$ cat src/rtl/axi_wr_arbiter.sv
// Two-master AXI write arbiter: round-robin AW grant, W/B routed combinationally to the owner, one write in flight.
// Latency: one IDLE cycle to register the grant. Backpressure passes straight through, and non-owner valids stall until granted.
module axi_wr_arbiter #(
  parameter  int ADDR_WIDTH = 32,
  parameter  int DATA_WIDTH = 32,
  parameter  int ID_WIDTH   = 4,
  localparam int AWP        = ID_WIDTH + ADDR_WIDTH + 13,
  localparam int WP         = DATA_WIDTH + DATA_WIDTH/8 + 1,
  localparam int BP         = ID_WIDTH + 2
) (
  input  logic             clk,
  input  logic             rst_n,
  input  logic [1:0]       m_awvalid,
  input  logic [2*AWP-1:0] m_aw_pl,
  output logic [1:0]       m_awready,
  input  logic [1:0]       m_wvalid,
  input  logic [2*WP-1:0]  m_w_pl,
  output logic [1:0]       m_wready,
  output logic [1:0]       m_bvalid,
  output logic [BP-1:0]    m_b_pl,
  input  logic [1:0]       m_bready,
  output logic             s_awvalid,
  output logic [AWP-1:0]   s_aw_pl,
  input  logic             s_awready,
  output logic             s_wvalid,
  output logic [WP-1:0]    s_w_pl,
  input  logic             s_wready,
  input  logic             s_bvalid,
  input  logic [BP-1:0]    s_b_pl,
  output logic             s_bready,
  output logic [1:0]       grant,
  output logic             wlast_err
);

  typedef struct packed {
    logic [ID_WIDTH-1:0]   id;
    logic [ADDR_WIDTH-1:0] addr;
    logic [7:0]            len;
    logic [2:0]            size;
    logic [1:0]            burst;
  } aw_t;

  typedef struct packed {
    logic [DATA_WIDTH-1:0]   data;
    logic [DATA_WIDTH/8-1:0] strb;
    logic                    last;
  } w_t;

  typedef enum logic [1:0] {
    IDLE = 2'd0,
    ADDR = 2'd1,
    DATA = 2'd2,
    RESP = 2'd3
  } state_t;

  state_t     state_q, state_d;
  logic [1:0] grant_q, grant_d;
  logic       rr_q, rr_d;
  logic [7:0] len_q, len_d;
  logic [7:0] cnt_q, cnt_d;
  logic       err_q, err_d;

  logic g;
  logic win;
  aw_t  aw_sel;
  w_t   w_sel;

  assign g      = grant_q[1];
  assign aw_sel = g ? aw_t'(m_aw_pl[2*AWP-1:AWP]) : aw_t'(m_aw_pl[AWP-1:0]);
  assign w_sel  = g ? w_t'(m_w_pl[2*WP-1:WP])     : w_t'(m_w_pl[WP-1:0]);
  // Both requesting: the preferred master wins; otherwise whoever asks.
  assign win    = (m_awvalid == 2'b11) ? rr_q : m_awvalid[1];

  assign m_b_pl    = s_b_pl;
  assign grant     = grant_q;
  assign wlast_err = err_q;

  always_ff @(posedge clk or negedge rst_n) begin
    if (!rst_n) begin
      state_q <= IDLE;
      grant_q <= 2'b00;
      rr_q    <= 1'b0;
      len_q   <= 8'd0;
      cnt_q   <= 8'd0;
      err_q   <= 1'b0;
    end else begin
      state_q <= state_d;
      grant_q <= grant_d;
      rr_q    <= rr_d;
      len_q   <= len_d;
      cnt_q   <= cnt_d;
      err_q   <= err_d;
    end
  end

  always_comb begin
    state_d   = state_q;
    grant_d   = grant_q;
    rr_d      = rr_q;
    len_d     = len_q;
    cnt_d     = cnt_q;
    err_d     = 1'b0;
    m_awready = 2'b00;
    m_wready  = 2'b00;
    m_bvalid  = 2'b00;
    s_awvalid = 1'b0;
    s_aw_pl   = '0;
    s_wvalid  = 1'b0;
    s_w_pl    = '0;
    s_bready  = 1'b0;

    unique case (state_q)
      IDLE: begin
        if (|m_awvalid) begin
          grant_d = win ? 2'b10 : 2'b01;
          state_d = ADDR;
        end
      end

      ADDR: begin
        s_awvalid    = m_awvalid[g];
        s_aw_pl      = aw_sel;
        m_awready[g] = s_awready;
        if (m_awvalid[g] && s_awready) begin
          len_d   = aw_sel.len;
          cnt_d   = 8'd0;
          state_d = DATA;
        end
      end

      DATA: begin
        s_wvalid    = m_wvalid[g];
        s_w_pl      = w_sel;
        m_wready[g] = s_wready;
        if (m_wvalid[g] && s_wready) begin
          cnt_d = cnt_q + 8'd1;
          // Flag wlast disagreeing with the AW length; the beat still goes out.
          err_d = w_sel.last ^ (cnt_q == len_q);
          if (w_sel.last) state_d = RESP;
        end
      end

      RESP: begin
        m_bvalid[g] = s_bvalid;
        s_bready    = m_bready[g];
        if (s_bvalid && m_bready[g]) begin
          rr_d    = ~g;
          grant_d = 2'b00;
          state_d = IDLE;
        end
      end

      default: state_d = IDLE;
    endcase
  end

endmodule

$ cat config.mk
export PLATFORM = sky130hd
export DESIGN_NAME = axi_wr_arbiter
export DESIGN_NICKNAME = d
export VERILOG_FILES = /design/src/rtl/axi_wr_arbiter.sv
export SDC_FILE = /design/constraint.sdc
export NUM_CORES = 1
export LEC_CHECK = 0
export CORE_AREA = 2 2 114 116
export CTS_BUF_LIST = sky130_fd_sc_hd__clkbuf_8
export DETAILED_ROUTE_END_ITERATION = 6
export DIE_AREA = 0 0 116 118
export GPL_TIMING_DRIVEN = 0
export MAX_ROUTING_LAYER = met4
export PLACE_DENSITY = 0.67
export SYNTH_ARGS = -nofsm -noshare
export SYNTH_HDL_FRONTEND = slang
export SYNTH_SLANG_ARGS = --single-unit
$ cat constraint.sdc
create_clock -name clk -period 2.6 [get_ports clk]
set_input_delay 0.52 -clock clk [delete_from_list [all_inputs] [get_ports clk]]
set_output_delay 0.52 -clock clk [all_outputs]
set_load 0.1 [all_outputs]
### Word level (Yosys, flattened, before mapping)

Cells that the tools add are included.

| storage, ports and cells | value |
|---|---|
| flip-flop bits (word level) | 22 |
| input bits | 189 |
| output and inout bits | 104 |
| word-level logic and storage cells | 70 |

| operators by class | value |
|---|---|
| add/sub/neg operators | 1 |
| $lt $le $gt $ge | 2 |
| equal/unequal tests | 10 |
| mux-type cells | 33 |
| bitwise logic cells | 5 |
| reduce and logical (&&, ||, !) cells | 13 |

Operator list:

| operator | count |
|---|---|
| $mux 49 | 2 |
| $mux 37 | 2 |
| $mux 2 | 10 |
| $mux 8 | 2 |
| $pmux 8 s2 | 1 |
| $mux 1 | 13 |
| $ne 2x2->1 const B | 5 |
| $add 8x1->8 const B | 1 |
| $eq 8x8->1 | 1 |
| $pmux 2 s4 | 1 |
| $and 2x2->2 | 3 |
| $eq 2x2->1 const B | 3 |
| $reduce_and 3->1 | 2 |
| $reduce_and 5->1 | 1 |
| $logic_and 1x1->1 | 4 |
| $pmux 2 s2 | 1 |
| $reduce_and 2->1 | 2 |
| $reduce_bool 2->1 | 2 |
| $eq 2x1->1 const B | 1 |
| $logic_not 2->1 | 1 |
| $lt 1x2->1 const B | 1 |
| $reduce_or 2->1 | 1 |
| $demux 1 s1 | 1 |
| $ge 1x1->1 const B | 1 |
| 2 further kinds | 2 |

### Logic depth before layout (Yosys ltp)

| logic depth | value |
|---|---|
| word-level depth | 6 |
| mapped depth | 8 |
| gate-level depth less buffers | 6 |

### Worst setup path after synthesis

No wires, ideal clock.

| path | value |
|---|---|
| path kind | reg2out |
| start | register grant_q[1] (netlist: grant[1]) |
| end | output s_aw_pl[36] |
| data arrival time | 3.142 ns |
| data required time | 2.080 ns |
| path slack | -1.062 ns |
| stages on the path, launching flop included | 6 |
| buffers on the path | 3 |
| path through | dfrtp_1 buf_6 buf_2 clkbuf_1 mux2i_1 nor2b_1 |

| on the way | value |
|---|---|
| longest elaborated chain between the ends | 2 |

RTL lines:

| item | RTL line | RTL |
|---|---|---|
| start, declared | 57 | `logic [1:0] grant_q, grant_d;` |
| start signal, assigned | 88 | `grant_q <= grant_d;` |
| $mux 49 | 69 | `assign aw_sel = g ? aw_t'(m_aw_pl[2*AWP-1:AWP]) : aw_t'(m_aw_pl[AWP-1:0]);` |
| $mux 49 | 112 | `unique case (state_q)` |
| end, declared | 23 | `output logic [AWP-1:0] s_aw_pl,` |

Every way passes these cells.

### Final worst setup path

| path | value |
|---|---|
| start | register grant_q[1] (netlist: grant[1]) |
| end | output s_w_pl[10] |

| on the way | value |
|---|---|
| longest elaborated chain between the ends | 2 |

RTL lines:

| item | RTL line | RTL |
|---|---|---|
| $mux 37 | 70 | `assign w_sel = g ? w_t'(m_w_pl[2*WP-1:WP]) : w_t'(m_w_pl[WP-1:0]);` |
| $mux 37 | 112 |  |
| end, declared | 26 | `output logic [WP-1:0] s_w_pl,` |

Every way passes these cells.

==> impl_metrics.ini <==
[critical_path]
rrSetupSlack_ns = 0.63
r2r-end = cnt_q[0]$_DFFE_PN0P_
path_class = reg -> out
crit_start = grant[1]$_DFFE_PN0P_
path_common_cell = buf_4
worst_ep_arrival_time_ns = 2.01
r2r-start = state_q[0]$_DFFE_PN0P_
r2r_cells = 8
slowest_delay_ns = 0.42
worstPathMaxFanout = 10
cp_cell_sequence = buf_6 > buf_4 > buf_4 > mux2i_2 > nor2b_4 > clkbuf_4
endpoint = s_w_pl[10]
cp_slowest_cell = dfrtp_4
cp-start-kind = register
end_kind = primary output
worstPathRequired_ns = 2.08

[synthesis]
synth_cells = 327
ys_seq_elements = 22
synth.net_count = 522
synth.area.top_cells = mux2i_1 (31%), nor2b_1 (19%), dfrtp_1 (19%)
yosysWarningCount = 0
netlist_area_um2 = 2890
ys_seq_area_share_pct = 19.1
synth_area_per_cell_um2 = 8.83
synth_area_leader_cell = mux2i_1
yosys.cell_types.count = 38
synth.top_cell.area_share_pct = 30.5

[global_route]
use_met1_pct = 21.9
met3_usage_pct = 4.27
grt_pass1_vias = 3767
use_met2_pct = 37.2
grt_busiest_layer = met2
grt_usage_pct = 20.2
grt-ovfl-total = 0
grt_pass1_wl_um = 20800
antenna_found_initial = 1
grt_max_degree = 23

[sta]
relSlewSlack_pct = 33.2
fin_tns_setup_ns = 0
finClkSkew_ns = 0.00293
clock.fmax_mhz = 395
period_share_pct = 97.5
holdWs_ns = 0.519
finalMaxSlewViolations = 0
setup_viol = 0
worstMarginPinSlew_ns = 0.999
final_hold_viol_count = 0
rsz0062_at_grt = false
period_needed_ns = 2.53

[routing]
via_count = 3544
drtAntennaViolNets = 0
dr.pass1.iters = 4
via_per_inst = 4.49
drt_wl_total_um = 13800
drt_iter0_markers = 113
drc_errors = 0
drt-wirelength-per-cell_um = 17.5

[clock_network]
ctsRootBufferMaster = clkbuf_8
cts_buffer_depth = 2
insertion_delay_ns = 0.27
postCtsHoldBufs = 0
clk_pin_slew_ns = 0.09
htree_levels = 1
post-cts-setup-buffer-count = 0
numCtsBuffers = 3
cts_sinks = 22
cts_resized = 601
cts_tree = done

[placed_design]
gp_congestion = 0.914
dp_hpwl_um = 12100
port_buffers = 286

[layout]
drive_above_1_share_pct = 39.2
mostFrequentLayoutCell = clkdlybuf4s50_1
areaGrowthSynthToFinish_pct = 130
final_core_util_pct = 53.5
final_cell_mix = clkdlybuf4s50_1 (191), mux2i_1 (79), nor2b_4 (62), buf_4 (57), buf_6 (32)
fin_nets = 813

[power_and_ir_drop]
p_leak_nw = 2.71
p_comb_share_pct = 88.8
seqPwrFrac_pct = 7.4
switching_share_pct = 62.6
vdd_ir_drop_max_uv = 835
power_mw = 8.64
p_switching_mw = 5.41
pwr-share-clk_pct = 3.8
internal_power_mw = 3.23
p_per_area_nw_per_um2 = 1300

[die]
row_count = 41
die_h_um = 118
dieArea_um2 = 13700
start_util_pct = 23.3
pin_count = 293
die_w_um = 116
core_area_um2 = 12400

[hold_path]
min_path_type = reg -> reg

[run_status]
status = complete, no violations

[job]
drv_cap = 0
## power by group through the flow
stage | sequential (mW) | clock, mW | combinational [mW]
6_report | 0.642 | 0.329 | 7.67
5_1_grt | 0.667 | 0.351 | 7.96
4_1_cts | 0.642 | 0.331 | 7.65
3_5_place_dp | 0.648 | 0 | 7.57
3_3_place_gp | 0.637 | 0 | 7.50
2_1_floorplan | 0.718 | 0 | 5.86
## critical path: cells and delay by family (launching register included)
kind,cells,cell delay (ns)
buffers and inverters,4,0.91
AND/OR/NAND/NOR,1,0.06
multiplexers,1,0.34
flip-flops,1,0.42
## routing by layer
layer	wire length, um	vias up
li1	-	1725
met1	4980	1654
met2	7610	144
met3	920	21
met4	313	0
met5	0	-
## layout make-up
cell class                 count  area (um^2)
inverter                       4         15.0
clock buffer                   3         41.3
tap                          172          215
buffer                        32          241
antenna                        1         2.50
clock inverter                 1         30.0
fill                        1180         5770
sequential                    22          554
timing repair buffer         286         2810
multi-input combinational    269         2730
## cells by family after synthesis
group | share of synthesized area [%]
AOI/OAI and AO/OA | 8.97
adders and majority gates | 2.60
xor gates and xnor gates | 2.73
buffers and inverters | 6.46
and+or+nand+nor | 27.5
DFF | 19.1
muxes | 32.7
## how the worst min path moves through the flow
stage	cells after the start	slack (ns)	endpoint	start
after global placement	1	0.50	len_q[6]$_DFFE_PN0P_	len_q[6]$_DFFE_PN0P_
final	1	0.52	len_q[4]$_DFFE_PN0P_	len_q[4]$_DFFE_PN0P_
after detailed placement	2	0.50	rr_q$_DFFE_PN0P_	rr_q$_DFFE_PN0P_
after global routing	1	0.54	len_q[3]$_DFFE_PN0P_	len_q[3]$_DFFE_PN0P_
after CTS	2	0.52	rr_q$_DFFE_PN0P_	rr_q$_DFFE_PN0P_
after floorplan	0	0.22	cnt_q[0]$_DFFE_PN0P_	rst_n
## cells in the mapped netlist (all sizes together)
master	n
a21boi	2
a21oi	1
a22o	2
a31oi	1
a32o	8
and2	3
and3	7
buf	19
clkbuf	13
dfrtp	22
ha	6
inv	4
mux2	5
mux2i	88
nand2	7
nand3	2
nand3b	6
nand4	3
nand4bb	1
nor2	6
nor2b	90
nor3	1
nor3b	3
o211ai	1
o21ai	8
o21ba	1
o21bai	1
o221ai	4
o31ai	1
o32ai	1
or2	1
xnor2	9
## through the flow
| stage | std cells | setup slack (ns) | area [um^2] |
|---|---|---|---|
| after floorplan | 327 | -0.210 | 3440 |
| after global placement | 785 | -1.30 | 6520 |
| after detailed placement | 785 | -1.36 | 6520 |
| after CTS | 789 | 0.00200 | 6570 |
| after global routing | 790 | 0.000385 | 6640 |
| final | 790 | 0.0658 | 6640 |
## registers in the layout (all words and copies together) (netlist names)
signal / flops
len_q: 8
state_q: 2
grant: 2
cnt_q: 8
rr_q: 1
wlast_err: 1
Power figures use the tool's default switching activity.
==> patch: new RTL, same settings <==
The parameter `DATA_WIDTH` goes from 32 to 64.
--- a/src/rtl/axi_wr_arbiter.sv
+++ b/src/rtl/axi_wr_arbiter.sv
@@ -3,5 +3,5 @@
 module axi_wr_arbiter #(
   parameter  int ADDR_WIDTH = 32,
-  parameter  int DATA_WIDTH = 32,
+  parameter  int DATA_WIDTH = 64,
   parameter  int ID_WIDTH   = 4,
   localparam int AWP        = ID_WIDTH + ADDR_WIDTH + 13,
Interface: changed (resized m_w_pl and s_w_pl); port bits go from 293 to 401. No check against the original RTL was run, so the function may have changed too.
==> patch against the original RTL <==
Total power is 33% higher. Sequential cell count unchanged. Die area unchanged. Area after synthesis rose by 18%. Design area up 32%. Critical path type unchanged. First-iteration DRC count increased by 47%. Setup slack improved by 10 ps. Sequential power shrank 6.7%. Routed wire length rose by 48%.
==> patch: results (changes against the original RTL) <==
* Outcome: complete, no violations (unchanged)
* Placed insts at 990 (was 785)
* Hold Path End: len_q[5] (was len_q[4])
* Synth top cells by count: mux2i_1, nor2_1, nor2b_1 (was nor2b_1, mux2i_1, dfrtp_1)
* Comb_multi_in at 358 (was 269)
* GPL Wtd Cong at 0.9339 (was 0.9136)
* Fraction of layout cells with a size suffix above 1 at 0.4088 (was 0.3922)
* Clk_skew at 2.041 ps (was 2.934 ps)
* DP Worst Slack at -1224 ps (was -1361 ps)
* Post-Route WL at 20510 um (was 13830 um)
* Final hold slack at 522.5 ps (was 519.4 ps)
* Layout Cell Area excl Fill at 0.008735 mm2 (was 0.006640 mm2)
* Reg2Reg Depth at 5 (was 8)
* RR Startpoint: grant[1] (was state_q[0])
* Number of port buffers at 393 (was 286)
* CP endpoint: s_w_pl[19] (was s_w_pl[10])
* Area occupied by multi-input gates at 0.003555 mm2 (was 0.002730 mm2)
* Layout Cells excl Fill at 995 (was 790)
* Post-cts resize count at 819 (was 601)
* Worst slew pin tran at 1048 ps (was 998.7 ps)
* First-pass GRT wire length at 28750 um (was 20760 um)
* Fraction of area in registers at 0.06317 (was 0.08347)
* Reg2reg end: wlast_err (was cnt_q[0])
* Sequential fraction of the synthesis area at 0.1619 (was 0.1906)
* CP Max Fanout at 10 (unchanged)
* Ranking of synthesized cells by area: mux2i_1, dfrtp_1, nor2b_1 (was mux2i_1, nor2b_1, dfrtp_1)
* Placed cell area at 0.008386 mm2 (was 0.006515 mm2)
* R2R Setup Slk at 650 ps (was 630 ps)
* Mux contribution to synthesized area at 0.3793 (was 0.3271)
* Total GRT Usage at 0.2857 (was 0.2022)
* Fillers at 975 (was 1180)
* Post-Synthesis Cells at 425 (was 327)
* Non-clock buffering overhead at 0.4946 (was 0.4596)
* Vias in the first global route at 5034 (was 3767)
* Non-clk bufs at 433 (was 318)
* Post-synthesis adder-cell area fraction at 0.02208 (was 0.02600)
* Fin crit share at 0.9707 (was 0.9747)
* Vias at 4852 (was 3544)
* Hpwl dp at 17810 um (was 12140 um)
* Slowest cell on crit path: dfrtp_2 (was dfrtp_4)
* Drt initial violations at 166 (was 113)
* VDD IR max at 0.001208 V (was 0.0008351 V)
* Yosys cell types at 47 (was 38)
* Layout clock area frac at 0.008165 (was 0.01074)
patch: cell types whose count changed after synthesis, sizes merged, moves of 3 or more:
| cell | before | now |
|---|---|---|
| o221ai | 4 | 0 |
| nand3b | 6 | 0 |
| nor2b | 90 | 53 |
| nor2 | 6 | 80 |
| nand4 | 3 | 8 |
| mux2i | 88 | 124 |
| nand3 | 2 | 5 |
| or4 | 0 | 3 |
| buf | 19 | 29 |
| o21ai | 8 | 5 |
| nand2 | 7 | 16 |
patch: where the power goes:
group | internal [mW] | switching [mW]
clock network | 0.206 | 0.130
registers | 0.470 | 0.129
logic | 3.25 | 7.30
total | 3.93 | 7.56
patch: routing by layer:
metal | global-route usage | part of all wire | up-vias
met5 | - | 0 | -
met4 | 0.1012 | 0.037 | 0
met3 | 0.06797 | 0.082 | 41
met2 | 0.5475 | 0.55 | 239
met1 | 0.2713 | 0.33 | 2283
li1 | - | - | 2289
